**src/rtl/core_run_pkg.sv**
```systemverilog
// Shared constants for the core run controller: FSM encodings, program start table
// and width defaults.
package core_run_pkg;

   localparam int PC_W_DEF  = 12;
   localparam int CNT_W_DEF = 16;

   typedef logic [1:0] run_state_t;

   localparam run_state_t ST_IDLE     = 2'd0;
   localparam run_state_t ST_CORE_RST = 2'd1;
   localparam run_state_t ST_RUN      = 2'd2;
   localparam run_state_t ST_REPORT   = 2'd3;

   // Indexed by prog_sel: entry 0 is 0x000, entry 3 is 0x300.
   localparam logic [3:0][11:0] PROG_START = {12'h300, 12'h200, 12'h100, 12'h000};

endpackage

```
**src/rtl/core_run_ctrl_counter.sv**
```systemverilog
// Run-cycle counter for the core run controller.
// Counts upward, with an at-limit flag that is raised once the count reaches MAX_CYCLES.
module run_cycle_counter #(
   parameter int CNT_W      = 16,
   parameter int MAX_CYCLES = 50000
) (
   input  logic             clk,
   input  logic             reset,
   input  logic             clr,
   input  logic             en,
   output logic [CNT_W-1:0] cnt,
   output logic             at_limit
);

   logic [CNT_W-1:0] cnt_q, cnt_d;

   always_comb begin
      cnt_d = cnt_q;
      if (clr)
         cnt_d = '0;
      else if (en)
         cnt_d = cnt_q + 1'b1;
   end

   always_ff @(posedge clk or negedge reset) begin
      if (!reset)
         cnt_q <= '0;
      else
         cnt_q <= cnt_d;
   end

   assign cnt      = cnt_q;
   assign at_limit = (cnt_q == CNT_W'(MAX_CYCLES));

endmodule

```
**src/rtl/core_run_ctrl.sv**
```systemverilog
// Sequences the core through one program run: reset hold, gated execution until a
// halt-PC match or timeout, then a held result offered to the host.
//
//   state    | meaning
//   ---------+-----------------------------------------------------------
//   IDLE     | core held in reset, waiting for start
//   CORE_RST | core reset held for RST_CYCLES after start
//   RUN      | core executing, cycles counted, stop on pc match/limit
//   REPORT   | core frozen, result_valid high until result_ack
module core_run_ctrl
   import core_run_pkg::*;
#(
   parameter int PC_W       = PC_W_DEF,
   parameter int CNT_W      = CNT_W_DEF,
   parameter int RST_CYCLES = 2,
   parameter int MAX_CYCLES = 50000
) (
   input  logic             clk,
   input  logic             reset,
   input  logic             start,
   input  logic [1:0]       prog_sel,
   input  logic [PC_W-1:0]  stop_pc,
   input  logic             abort,
   input  logic [PC_W-1:0]  pc,
   output logic             core_reset,
   output logic             core_en,
   output logic [PC_W-1:0]  start_pc,
   output logic             busy,
   output logic             result_valid,
   input  logic             result_ack,
   output logic             timed_out,
   output logic [CNT_W-1:0] cycles
);

   localparam int RC_W = $clog2(RST_CYCLES + 1);

   run_state_t      state_q, state_d;
   logic [RC_W-1:0] rst_cnt_q, rst_cnt_d;
   logic [PC_W-1:0] stop_q, stop_d;
   logic [PC_W-1:0] start_pc_q, start_pc_d;
   logic            timed_out_q, timed_out_d;
   logic            core_reset_q, core_reset_d;
   logic            busy_q, busy_d;
   logic            result_valid_q, result_valid_d;
   logic            cnt_clr, cnt_en, at_limit;
   logic            pc_match;

   assign pc_match = (pc == stop_q);

   always_comb begin
      state_d     = state_q;
      rst_cnt_d   = rst_cnt_q;
      stop_d      = stop_q;
      start_pc_d  = start_pc_q;
      timed_out_d = timed_out_q;
      cnt_clr     = 1'b0;
      cnt_en      = 1'b0;
      case (state_q)
         ST_IDLE: begin
            if (start) begin
               state_d     = ST_CORE_RST;
               rst_cnt_d   = RC_W'(RST_CYCLES - 1);
               stop_d      = stop_pc;
               start_pc_d  = PC_W'(PROG_START[prog_sel]);
               timed_out_d = 1'b0;
               cnt_clr     = 1'b1;
            end
         end
         ST_CORE_RST: begin
            if (abort)
               state_d = ST_IDLE;
            else if (rst_cnt_q == '0)
               state_d = ST_RUN;
            else
               rst_cnt_d = rst_cnt_q - 1'b1;
         end
         ST_RUN: begin
            if (abort) begin
               state_d = ST_IDLE;
            end else if (pc_match) begin
               state_d     = ST_REPORT;
               timed_out_d = 1'b0;
            end else if (at_limit) begin
               state_d     = ST_REPORT;
               timed_out_d = 1'b1;
            end else begin
               cnt_en = 1'b1;
            end
         end
         default: begin
            if (result_ack)
               state_d = ST_IDLE;
         end
      endcase
   end

   // Outputs are registered by decoding the next state, so they line up with state_q.
   always_comb begin
      core_reset_d   = (state_d == ST_IDLE) || (state_d == ST_CORE_RST);
      busy_d         = (state_d != ST_IDLE);
      result_valid_d = (state_d == ST_REPORT);
   end

   always_ff @(posedge clk or negedge reset) begin
      if (!reset) begin
         state_q        <= ST_IDLE;
         rst_cnt_q      <= '0;
         stop_q         <= '0;
         start_pc_q     <= PC_W'(PROG_START[0]);
         timed_out_q    <= 1'b0;
         core_reset_q   <= 1'b1;
         busy_q         <= 1'b0;
         result_valid_q <= 1'b0;
      end else begin
         state_q        <= state_d;
         rst_cnt_q      <= rst_cnt_d;
         stop_q         <= stop_d;
         start_pc_q     <= start_pc_d;
         timed_out_q    <= timed_out_d;
         core_reset_q   <= core_reset_d;
         busy_q         <= busy_d;
         result_valid_q <= result_valid_d;
      end
   end

   run_cycle_counter #(
      .CNT_W      (CNT_W),
      .MAX_CYCLES (MAX_CYCLES)
   ) u_cycle_counter (
      .clk      (clk),
      .reset    (reset),
      .clr      (cnt_clr),
      .en       (cnt_en),
      .cnt      (cycles),
      .at_limit (at_limit)
   );

   // The instruction at stop_q must not execute, so the enable drops the same cycle pc matches.
   assign core_en      = (state_q == ST_RUN) && !pc_match;
   assign core_reset   = core_reset_q;
   assign start_pc     = start_pc_q;
   assign busy         = busy_q;
   assign result_valid = result_valid_q;
   assign timed_out    = timed_out_q;

endmodule

```
**config.mk**
```make
export PLATFORM = sky130hd
export DESIGN_NAME = core_run_ctrl
export DESIGN_NICKNAME = d
export VERILOG_FILES = /design/src/rtl/core_run_pkg.sv /design/src/rtl/core_run_ctrl_counter.sv /design/src/rtl/core_run_ctrl.sv
export SDC_FILE = /design/constraint.sdc
export NUM_CORES = 1
export LEC_CHECK = 0
export ABC_CLOCK_PERIOD_IN_PS = 1700
export CAP_MARGIN = 40
export CORE_UTILIZATION = 42
export DETAILED_ROUTE_END_ITERATION = 10
export PLACE_DENSITY = 0.75
export SETUP_SLACK_MARGIN = 0.4
export SYNTH_ARGS = -nofsm -noshare
export SYNTH_HDL_FRONTEND = slang
export SYNTH_SLANG_ARGS = --single-unit
```
**constraint.sdc**
```tcl
create_clock -name clk -period 1.7 [get_ports clk]
set_input_delay 0.34 -clock clk [delete_from_list [all_inputs] [get_ports clk]]
set_output_delay 0.34 -clock clk [all_outputs]
set_load 0.02 [all_outputs]
```
==> results of run 1 <==
## registers in the layout (all words and copies together) (netlist names), 2 cells and up
signal and flops:
state_q 2, rst_cnt_q 2, u_cycle_counter.cnt 16, start_pc 2, stop_q 12
## cell families after synthesis
family,count (synthesis),share of synthesized area
compound gates,36,0.1110
xor+xnor,12,0.04985
fa+ha+maj,3,0.01781
buf+inv,25,0.06469
flops,38,0.4516
mux,6,0.02849
other cells,1,0.001779
simple gates,108,0.2748
## layout make-up
class                   count  area (sq um)
repair buffers             92         877.1
inverters                   5         18.77
well taps                  67         83.83
clock buffers               6         82.58
fillers                   397          1501
flip-flops and latches     38         965.9
multi-input cells         175          1244
clock inverters             2         12.51
## metrics by stage
step / instances / hold WS, ns / worst slack (ns)
2_1_floorplan: 238 / 0.04441 / -0.07708
3_5_place_dp: 367 / 0.3101 / -0.7804
4_1_cts: 381 / 0.4834 / -0.2499
6_report: 385 / 0.4833 / -0.2611
5_1_grt: 385 / 0.5190 / -0.3700
3_3_place_gp: 367 / 0.3076 / -0.7075
## synth_stat cells (all sizes together), types with 6 or more instances
master / number
nand3: 7
xnor2: 12
a21oi: 14
nor2: 7
o31ai: 10
or4: 9
mux2i: 6
dfrtp: 37
nand4: 6
buf: 15
o21ai: 6
nand2: 54
## what timing repair did
| action | in CTS | in global routing |
|---|---|---|
| hold buffers | 1 | 0 |
| endpoints found under the hold margin | 16 | 0 |
| gates resized for setup | 165 | 19 |
| pin swaps | 37 | 6 |
| buffers inserted | 4 | 3 |
| gates cloned | 1 | 1 |
| setup endpoints to repair | 58 | 51 |
## report_power, final
| group | total (mW) | switching (mW) | internal [mW] | leakage (nW) |
|---|---|---|---|---|
| clock network | 0.663 | 0.336 | 0.326 | 0.0472 |
| registers | 1.33 | 0.181 | 1.15 | 0.478 |
| logic | 1.67 | 0.842 | 0.832 | 0.962 |
| total | 3.67 | 1.36 | 2.31 | 1.49 |
## worst max path at each step
| stage | cells past startpoint | slack [ns] | from | to |
|---|---|---|---|---|
| final | 6 | -0.26 | stop_q[8] | core_en |
| after global routing | 6 | -0.37 | stop_q[8] | core_en |
| after CTS | 6 | -0.25 | stop_q[7] | core_en |
| after detailed placement | 7 | -0.78 | pc[8] | core_en |
| after global placement | 7 | -0.71 | pc[8] | core_en |
| after floorplan | 7 | -0.08 | u_cycle_counter.cnt[0] | u_cycle_counter.cnt[1] |
## layer usage
layer | vias to the layer above | wire, um | share of wire
met5 | - | 0 | 0
met4 | 0 | 112 | 0.021
met3 | 9 | 242 | 0.045
met2 | 69 | 2835 | 0.53
met1 | 980 | 2183 | 0.41
li1 | 957 | - | -
## worst register-to-register path, stage by stage, from the launching register on
cell	delay, ns
dfrtp_1	0.42
xnor2_2	0.15
nand4_1	0.18
nor3_4	0.07
buf_4	0.24
or4_1	0.53
a21oi_1	0.17
==> out/results.ini, run 1 <==
[yosys]
yosysUniqueCellTypes = 44
synth_edf_count = 0
ys.flop_type = dfrtp_1
yosys.area.top_type = dfrtp_1
synthArstFlopShare = 1.000
yosysTopAreaCellShare = 0.4392
avgSynthCellArea_sq_um = 9.206
ys_ff_latch = 38
synthTopCellsByArea = dfrtp_1, nand2_1, xnor2_1
syn_inst = 229
yosysWarnings = 0
ys_seq_area_frac = 0.4516
netlist_area_sq_um = 2108

[floorplanning]
core-area_sq_um = 4786
start_util = 0.4405
chipWidth_um = 72.85
num_rows = 25
die_h_um = 72.85
ios = 64
die_area_sq_um = 5307

[worst_setup_path]
crit_buf_inv = 1
ff2ff_path_depth = 6
crit_chain = xnor2_2 -> nand4_1 -> nor3_4 -> nand2b_4 -> nor2_4 -> buf_6
reg2reg_slack_ns = -0.12
critPathCaptureType = primary output
cpPeakStageDelay_ns = 0.42
crit_fanout = 2
r2r_end = u_cycle_counter.cnt[10]
arrival_ns = 1.62
critPathTopFamily = simple AND/OR/NAND/NOR gates
crit_required_ns = 1.36
start_kind = register
r2r_start = stop_q[8]
critPathSlowestCell = dfrtp_1
crit_type = register to primary output

[grt]
grt_max_degree = 30
use_met3 = 0.03867
antenna_found_initial = 0
grt_usage = 0.2157
gr-total-overflow = 0
grt_most_used_layer = met2
grt_first_pass_wirelength_mm = 8.659
use_met1 = 0.2620
first_global_vias = 1887
gr-usage-met2 = 0.3853

[timing]
fmax_ghz = 0.5099
finalHoldViolations = 0
period_needed_ns = 1.961
setup_viol = 15
finalClockSkew_ns = 0.007893
rsz0062_at_grt = true
post-route-period-util = 1.154
finalMaxSlewViolations = 0
fin_tns_setup_ns = -1.318
worst_slack_ns = -0.2611

[finish]
final_nets = 351
syn_to_final_growth_pct = 55.79
drive_above_1_share = 0.3994
final_cell_mix = nand2_1, dfrtp_1, buf_6
final_core_util = 0.6863
mostFrequentLayoutCell = nand2_1
finalInstanceArea_sq_um = 3284
antenna_cells = 0

[cts]
clkTransAtPathRegs_ns = 0.08
clockRootBuffer = clkbuf_8
worstSkewPairLatency_ns = 0.30
clk_path_buf_depth = 2
h-tree-depth = 2
cts.sinks = 38
numCtsBuffers = 5
cts_tree = done

[min_path]
hold_path.class = register to register
min_from = start_pc[8]
whs_path_depth = 2
holdPathEnd = start_pc[8]

[detailed_routing]
routed_wl_mm = 5.372
drc = 0
drtAntennaViolNets = 0
viasPerCell = 5.234
vias = 2015
drt-initial-drc-count = 108
drt_first_pass_iters = 4
avgRoutedWirePerCell_um = 13.95

[place]
routabilityCongestion = 0.7909
port_buffers = 53
dpl.hpwl_mm = 3.551
placed_cell_area_sq_um = 2933

[power_and_ir_drop]
power_density_nw_per_um2 = 1117
power.total_mw = 3.667
ir_drop_mv = 0.7579
p_leak_nw = 1.487

[status]
status = finished, violations left
violations = setup timing

[flow_run]
maxCapViolCount = 0

(Power assumes the default switching activity.)
==> run 2, diff against run 1 <==
--- a/config.mk
+++ b/config.mk
@@ -7,9 +7,10 @@
 export LEC_CHECK = 0
 export ABC_CLOCK_PERIOD_IN_PS = 1700
 export CAP_MARGIN = 40
-export CORE_UTILIZATION = 42
+export CORE_UTILIZATION = 45
 export DETAILED_ROUTE_END_ITERATION = 10
-export PLACE_DENSITY = 0.75
+export DONT_BUFFER_PORTS = 1
+export PLACE_DENSITY = 0.61
 export SETUP_SLACK_MARGIN = 0.4
 export SYNTH_ARGS = -nofsm -noshare
 export SYNTH_HDL_FRONTEND = slang
==> out/results.ini, run 2 (same netlist as run 1, synthesis figures left out) <==
[detailed_routing]
drc = 0
viasPerCell = 5.522
routed_wl_mm = 5.114
vias = 1789
drtAntennaViolNets = 0
drt_first_pass_iters = 4
drt-initial-drc-count = 145
avgRoutedWirePerCell_um = 15.78

[cts]
clockRootBuffer = clkbuf_8
clk_path_buf_depth = 2
worstSkewPairLatency_ns = 0.29
clkTransAtPathRegs_ns = 0.08
cts.sinks = 38
h-tree-depth = 2
cts_tree = done
numCtsBuffers = 5

[min_path]
whs_path_depth = 2
hold_path.class = input port to register
min_from = stop_pc[7]
holdPathEnd = stop_q[7]

[floorplanning]
chipWidth_um = 70.45
num_rows = 24
start_util = 0.4776
ios = 64
core-area_sq_um = 4414
die_h_um = 70.45
die_area_sq_um = 4963

[status]
status = finished, violations left
violations = setup timing

[finish]
largest_reg_flops = 16
syn_to_final_growth_pct = 39.17
finalInstanceArea_sq_um = 2934
final_cell_mix = nand2_1, buf_4, dfrtp_1
antenna_cells = 0
fin_cells = 324
final_nets = 305
mostFrequentLayoutCell = nand2_1
drive_above_1_share = 0.4191

[worst_setup_path]
crit_required_ns = 1.36
crit_chain = xnor2_1 -> nand4_1 -> nor3_4 -> buf_6 -> nand2b_4 -> nor2_4
crit_type = register to primary output
start_kind = register
critPathSlowestCell = dfrtp_1
cpPeakStageDelay_ns = 0.40
critPathCaptureType = primary output
reg2reg_slack_ns = -0.15
r2r_end = u_cycle_counter.cnt[8]
ff2ff_path_depth = 8
r2r_start = stop_q[2]
arrival_ns = 1.57
crit_fanout = 2

[timing]
finalClockSkew_ns = 0.01000
post-route-period-util = 1.124
finalHoldViolations = 0
rsz0062_at_grt = true
fmax_ghz = 0.5235
setup_viol = 18
finalMaxSlewViolations = 0
period_needed_ns = 1.910
worst_slack_ns = -0.2104

[power_and_ir_drop]
p_leak_nw = 1.281
ir_drop_mv = 0.8316
power_density_nw_per_um2 = 1170
power.total_mw = 3.434

[grt]
gr-total-overflow = 0
grt_max_degree = 39
first_global_vias = 1774
grt_first_pass_wirelength_mm = 8.100
antenna_found_initial = 0
grt_usage = 0.2089

[place]
routabilityCongestion = 0.7418
placed_cell_area_sq_um = 2419
port_buffers = 0
dp.cells = 303
dpl.hpwl_mm = 3.254

[flow_run]
maxCapViolCount = 0

-- run 2: cell count changes in the layout (fill, tap and decap cells not counted), moves of 4 or more --
cell | before | now
nand2_1 | 35 | 54
a21oi_2 | 2 | 10
a21oi_1 | 12 | 4
buf_6 | 24 | 9
nand2_2 | 16 | 0
or4_4 | 0 | 8
buf_2 | 11 | 0
clkdlybuf4s50_1 | 16 | 0
o21ai_1 | 5 | 1
dlygate4sd2_1 | 13 | 0
or4_1 | 9 | 1
buf_4 | 19 | 28
-- run 2: area by class of cell --
class                   count  area, sq um
fillers                   349         1480
multi-input cells         175         1272
flip-flops and latches     38        965.9
repair buffers             46        474.2
clock buffers               5        68.82
clock inverters             3        68.82
well taps                  52        65.06
inverters                   5        18.77
-- run 2: what timing repair did --
item	in CTS	in global routing
gates resized for setup	22	34
buffers inserted	6	3
pin swaps	17	25
hold buffers	2	0
hold endpoints to repair	38	0
cloned	1	1
setup endpoints to repair	37	39
-- run 2: how the worst max path moves through the flow --
stage / cells past startpoint / slack (ns) / endpoint / start
floorplan: 7 / -0.08 / u_cycle_counter.cnt[1] / u_cycle_counter.cnt[0]
global placement: 5 / 0.03 / timed_out / u_cycle_counter.cnt[7]
detailed placement: 7 / -0.007 / u_cycle_counter.cnt[1] / u_cycle_counter.cnt[1]
CTS: 6 / -0.24 / core_en / stop_q[10]
global route: 6 / -0.29 / core_en / stop_q[2]
finish: 6 / -0.21 / core_en / stop_q[3]
-- run 2: routing by layer --
| layer | track usage | wire length (um) | up-vias | part of all wire |
|---|---|---|---|---|
| li1 | - | - | 871 | - |
| met1 | 0.2461 | 2208 | 849 | 0.43 |
| met2 | 0.3651 | 2528 | 60 | 0.49 |
| met3 | 0.05339 | 291 | 9 | 0.057 |
| met4 | 0.07333 | 85 | 0 | 0.017 |
| met5 | 0 | 0 | - | 0 |
-- run 2: through the flow --
stage	utilization	hold WS, ns	TNS, ns	worst slack, ns
floorplan	-	0.04441	-0.1483	-0.07708
global placement	0.5479	0.04534	0	0.02631
detailed placement	0.5479	0.04541	-0.007399	-0.007399
CTS	0.6233	0.1436	-1.008	-0.2356
global route	0.6647	0.1404	-3.216	-0.2949
finish	0.6647	0.1519	-1.675	-0.2104
-- run 2: critical path, delay by kind of cell (launching register included) --
| kind | cells | cell delay (ns) |
|---|---|---|
| buf+inv | 1 | 0.13 |
| flops | 1 | 0.40 |
| simple gates | 4 | 0.61 |
| xor+xnor | 1 | 0.15 |
-- run 2: power breakdown --
| group | internal, mW | leakage (nW) | switching, mW |
|---|---|---|---|
| logic | 0.508 | 0.735 | 0.618 |
| clock network | 0.588 | 0.0683 | 0.348 |
| registers | 1.15 | 0.478 | 0.221 |
| total | 2.25 | 1.28 | 1.19 |
==> run 3, diff against run 2 <==
--- a/config.mk
+++ b/config.mk
@@ -5,12 +5,12 @@
 export SDC_FILE = /design/constraint.sdc
 export NUM_CORES = 1
 export LEC_CHECK = 0
-export ABC_CLOCK_PERIOD_IN_PS = 1700
+export ABC_CLOCK_PERIOD_IN_PS = 1800
 export CAP_MARGIN = 40
 export CORE_UTILIZATION = 45
 export DETAILED_ROUTE_END_ITERATION = 10
 export DONT_BUFFER_PORTS = 1
-export PLACE_DENSITY = 0.61
+export PLACE_DENSITY = 0.59
 export SETUP_SLACK_MARGIN = 0.4
 export SYNTH_ARGS = -nofsm -noshare
 export SYNTH_HDL_FRONTEND = slang
==> constraint.sdc (replaced) <==
create_clock -name clk -period 1.8 [get_ports clk]
set_input_delay 0.36 -clock clk [delete_from_list [all_inputs] [get_ports clk]]
set_output_delay 0.36 -clock clk [all_outputs]
set_load 0.005 [all_outputs]
==> out/results.ini, run 3 (same netlist as run 1, synthesis figures left out) <==
[flow_run]
maxCapViolCount = 0

[finish]
final_cell_mix = nand2_1, dfrtp_1, buf_4
antenna_cells = 0
syn_to_final_growth_pct = 24.63
largest_reg_flops = 16
num-fill-cells = 392
regArea_sq_um = 953.4
mostFrequentLayoutCell = nand2_1
drive_above_1_share = 0.3089
final_nets = 292
fin_cells = 311
multiInputGateArea_sq_um = 1190

[worst_setup_path]
crit_chain = xnor2_1 -> nand4_1 -> nor3_4 -> nand2b_4 -> nor2_2
crit_fanout = 2
crit_type = register to primary output
crit_buf_inv = 0
reg2reg_slack_ns = 0.02
cpPeakStageDelay_ns = 0.40
critPathCaptureType = primary output
crit_required_ns = 1.44
critPathTopFamily = simple AND/OR/NAND/NOR gates
arrival_ns = 1.42
start_kind = register
critPathSlowestCell = dfrtp_1

[grt]
antenna_found_initial = 0
grt_first_pass_wirelength_mm = 8.183
grt_usage = 0.2104
gr-total-overflow = 0
first_global_vias = 1725
grt_max_degree = 39

[min_path]
hold_path.class = input port to register

[place]
dp.cells = 291
port_buffers = 0
dpl.hpwl_mm = 3.412
routabilityCongestion = 0.7721

[detailed_routing]
viasPerCell = 5.643
vias = 1755
drtAntennaViolNets = 0
avgRoutedWirePerCell_um = 16.06
routed_wl_mm = 4.996
drt_first_pass_iters = 4
drc = 0
drt-initial-drc-count = 127

[timing]
hold_slack_ns = 0.1742
finalMaxSlewViolations = 0
fin_tns_setup_ns = 0
finalClockSkew_ns = 0.01305
post-route-period-util = 0.9885
finalHoldViolations = 0
rsz0062_at_grt = true
setup_viol = 0
fmax_ghz = 0.5620
period_needed_ns = 1.779

[floorplanning]
chipWidth_um = 70.45
ios = 64
num_rows = 24
core-area_sq_um = 4414
die_h_um = 70.45
die_area_sq_um = 4963
start_util = 0.4776

[cts]
h-tree-depth = 2
numCtsBuffers = 5
clk_path_buf_depth = 2
clkTransAtPathRegs_ns = 0.07
cts.sinks = 38
worstSkewPairLatency_ns = 0.30
clockRootBuffer = clkbuf_8
cts_tree = done

[power_and_ir_drop]
p_leak_nw = 1.170
ir_drop_mv = 0.7017
power_density_nw_per_um2 = 1088

[status]
status = finished, final reports clean

## run 3: cell types whose count changed in the layout (fill, tap and decap cells not counted), moves of 3 or more
cell,previous run,this run
o31ai_1,7,10
nor2_4,4,1
o31ai_2,3,0
buf_6,9,1
dfrtp_1,26,36
buf_8,4,0
dfrtp_2,11,1
nor2_2,0,3
## run 3: what timing repair did
action / 4_1_cts / 5_1_grt
endpoints found under the setup margin: 23 / 27
pin swaps: 14 / 8
resized for setup: 12 / 17
hold buffers: 2 / 0
gates cloned: 0 / 1
endpoints found under the hold margin: 38 / 0
setup buffers: 3 / 6
## run 3: metal layers
metal / wire [um] / part of all wire / up-vias / GRT usage
met5: 0 / 0 / - / 0
met4: 73 / 0.015 / 0 / 0.07333
met3: 388 / 0.078 / 9 / 0.08369
met2: 2467 / 0.49 / 62 / 0.3376
met1: 2068 / 0.41 / 848 / 0.2553
li1: - / - / 836 / -
## run 3: final cells by class
| type | count | share of cell area |
|---|---|---|
| multi-input cells | 175 | 0.4529 |
| clock buffers | 7 | 0.03286 |
| repair buffers | 33 | 0.1176 |
| clock inverters | 1 | 0.001905 |
| well taps | 52 | 0.02476 |
| flip-flops and latches | 38 | 0.3629 |
| inverters | 5 | 0.007143 |
## run 3: worst paths after layout
| path | startpoint | to | cells past startpoint |
|---|---|---|---|
| worst max-delay path | stop_q[5] | core_en | 5 |
| worst min-delay path | stop_pc[1] | stop_q[1] | 2 |
| worst max register to register | u_cycle_counter.cnt[2] | timed_out | 5 |
| worst min register to register | stop_q[9] | stop_q[9] | 2 |
| max in group asynchronous | reset | core_reset | 2 |
| min in group asynchronous | reset | u_cycle_counter.cnt[2] | 2 |
## run 3: through the flow
step	power, mW	area [sq um]	util	setup WS, ns
after floorplan	1.895	2187	-	0.07439
after global placement	2.091	2286	0.5179	0.1360
after detailed placement	2.140	2286	0.5179	0.07862
after CTS	2.830	2486	0.5632	-0.009286
after global routing	3.064	2628	0.5952	-0.07173
final	2.857	2628	0.5952	0.02062
## run 3: report_power, final
part           switching [mW]  internal (mW)  leakage (nW)
Sequential              0.155           1.08         0.494
Clock                   0.298          0.309        0.0482
Combinational           0.538          0.474         0.628
Total                   0.991           1.87          1.17
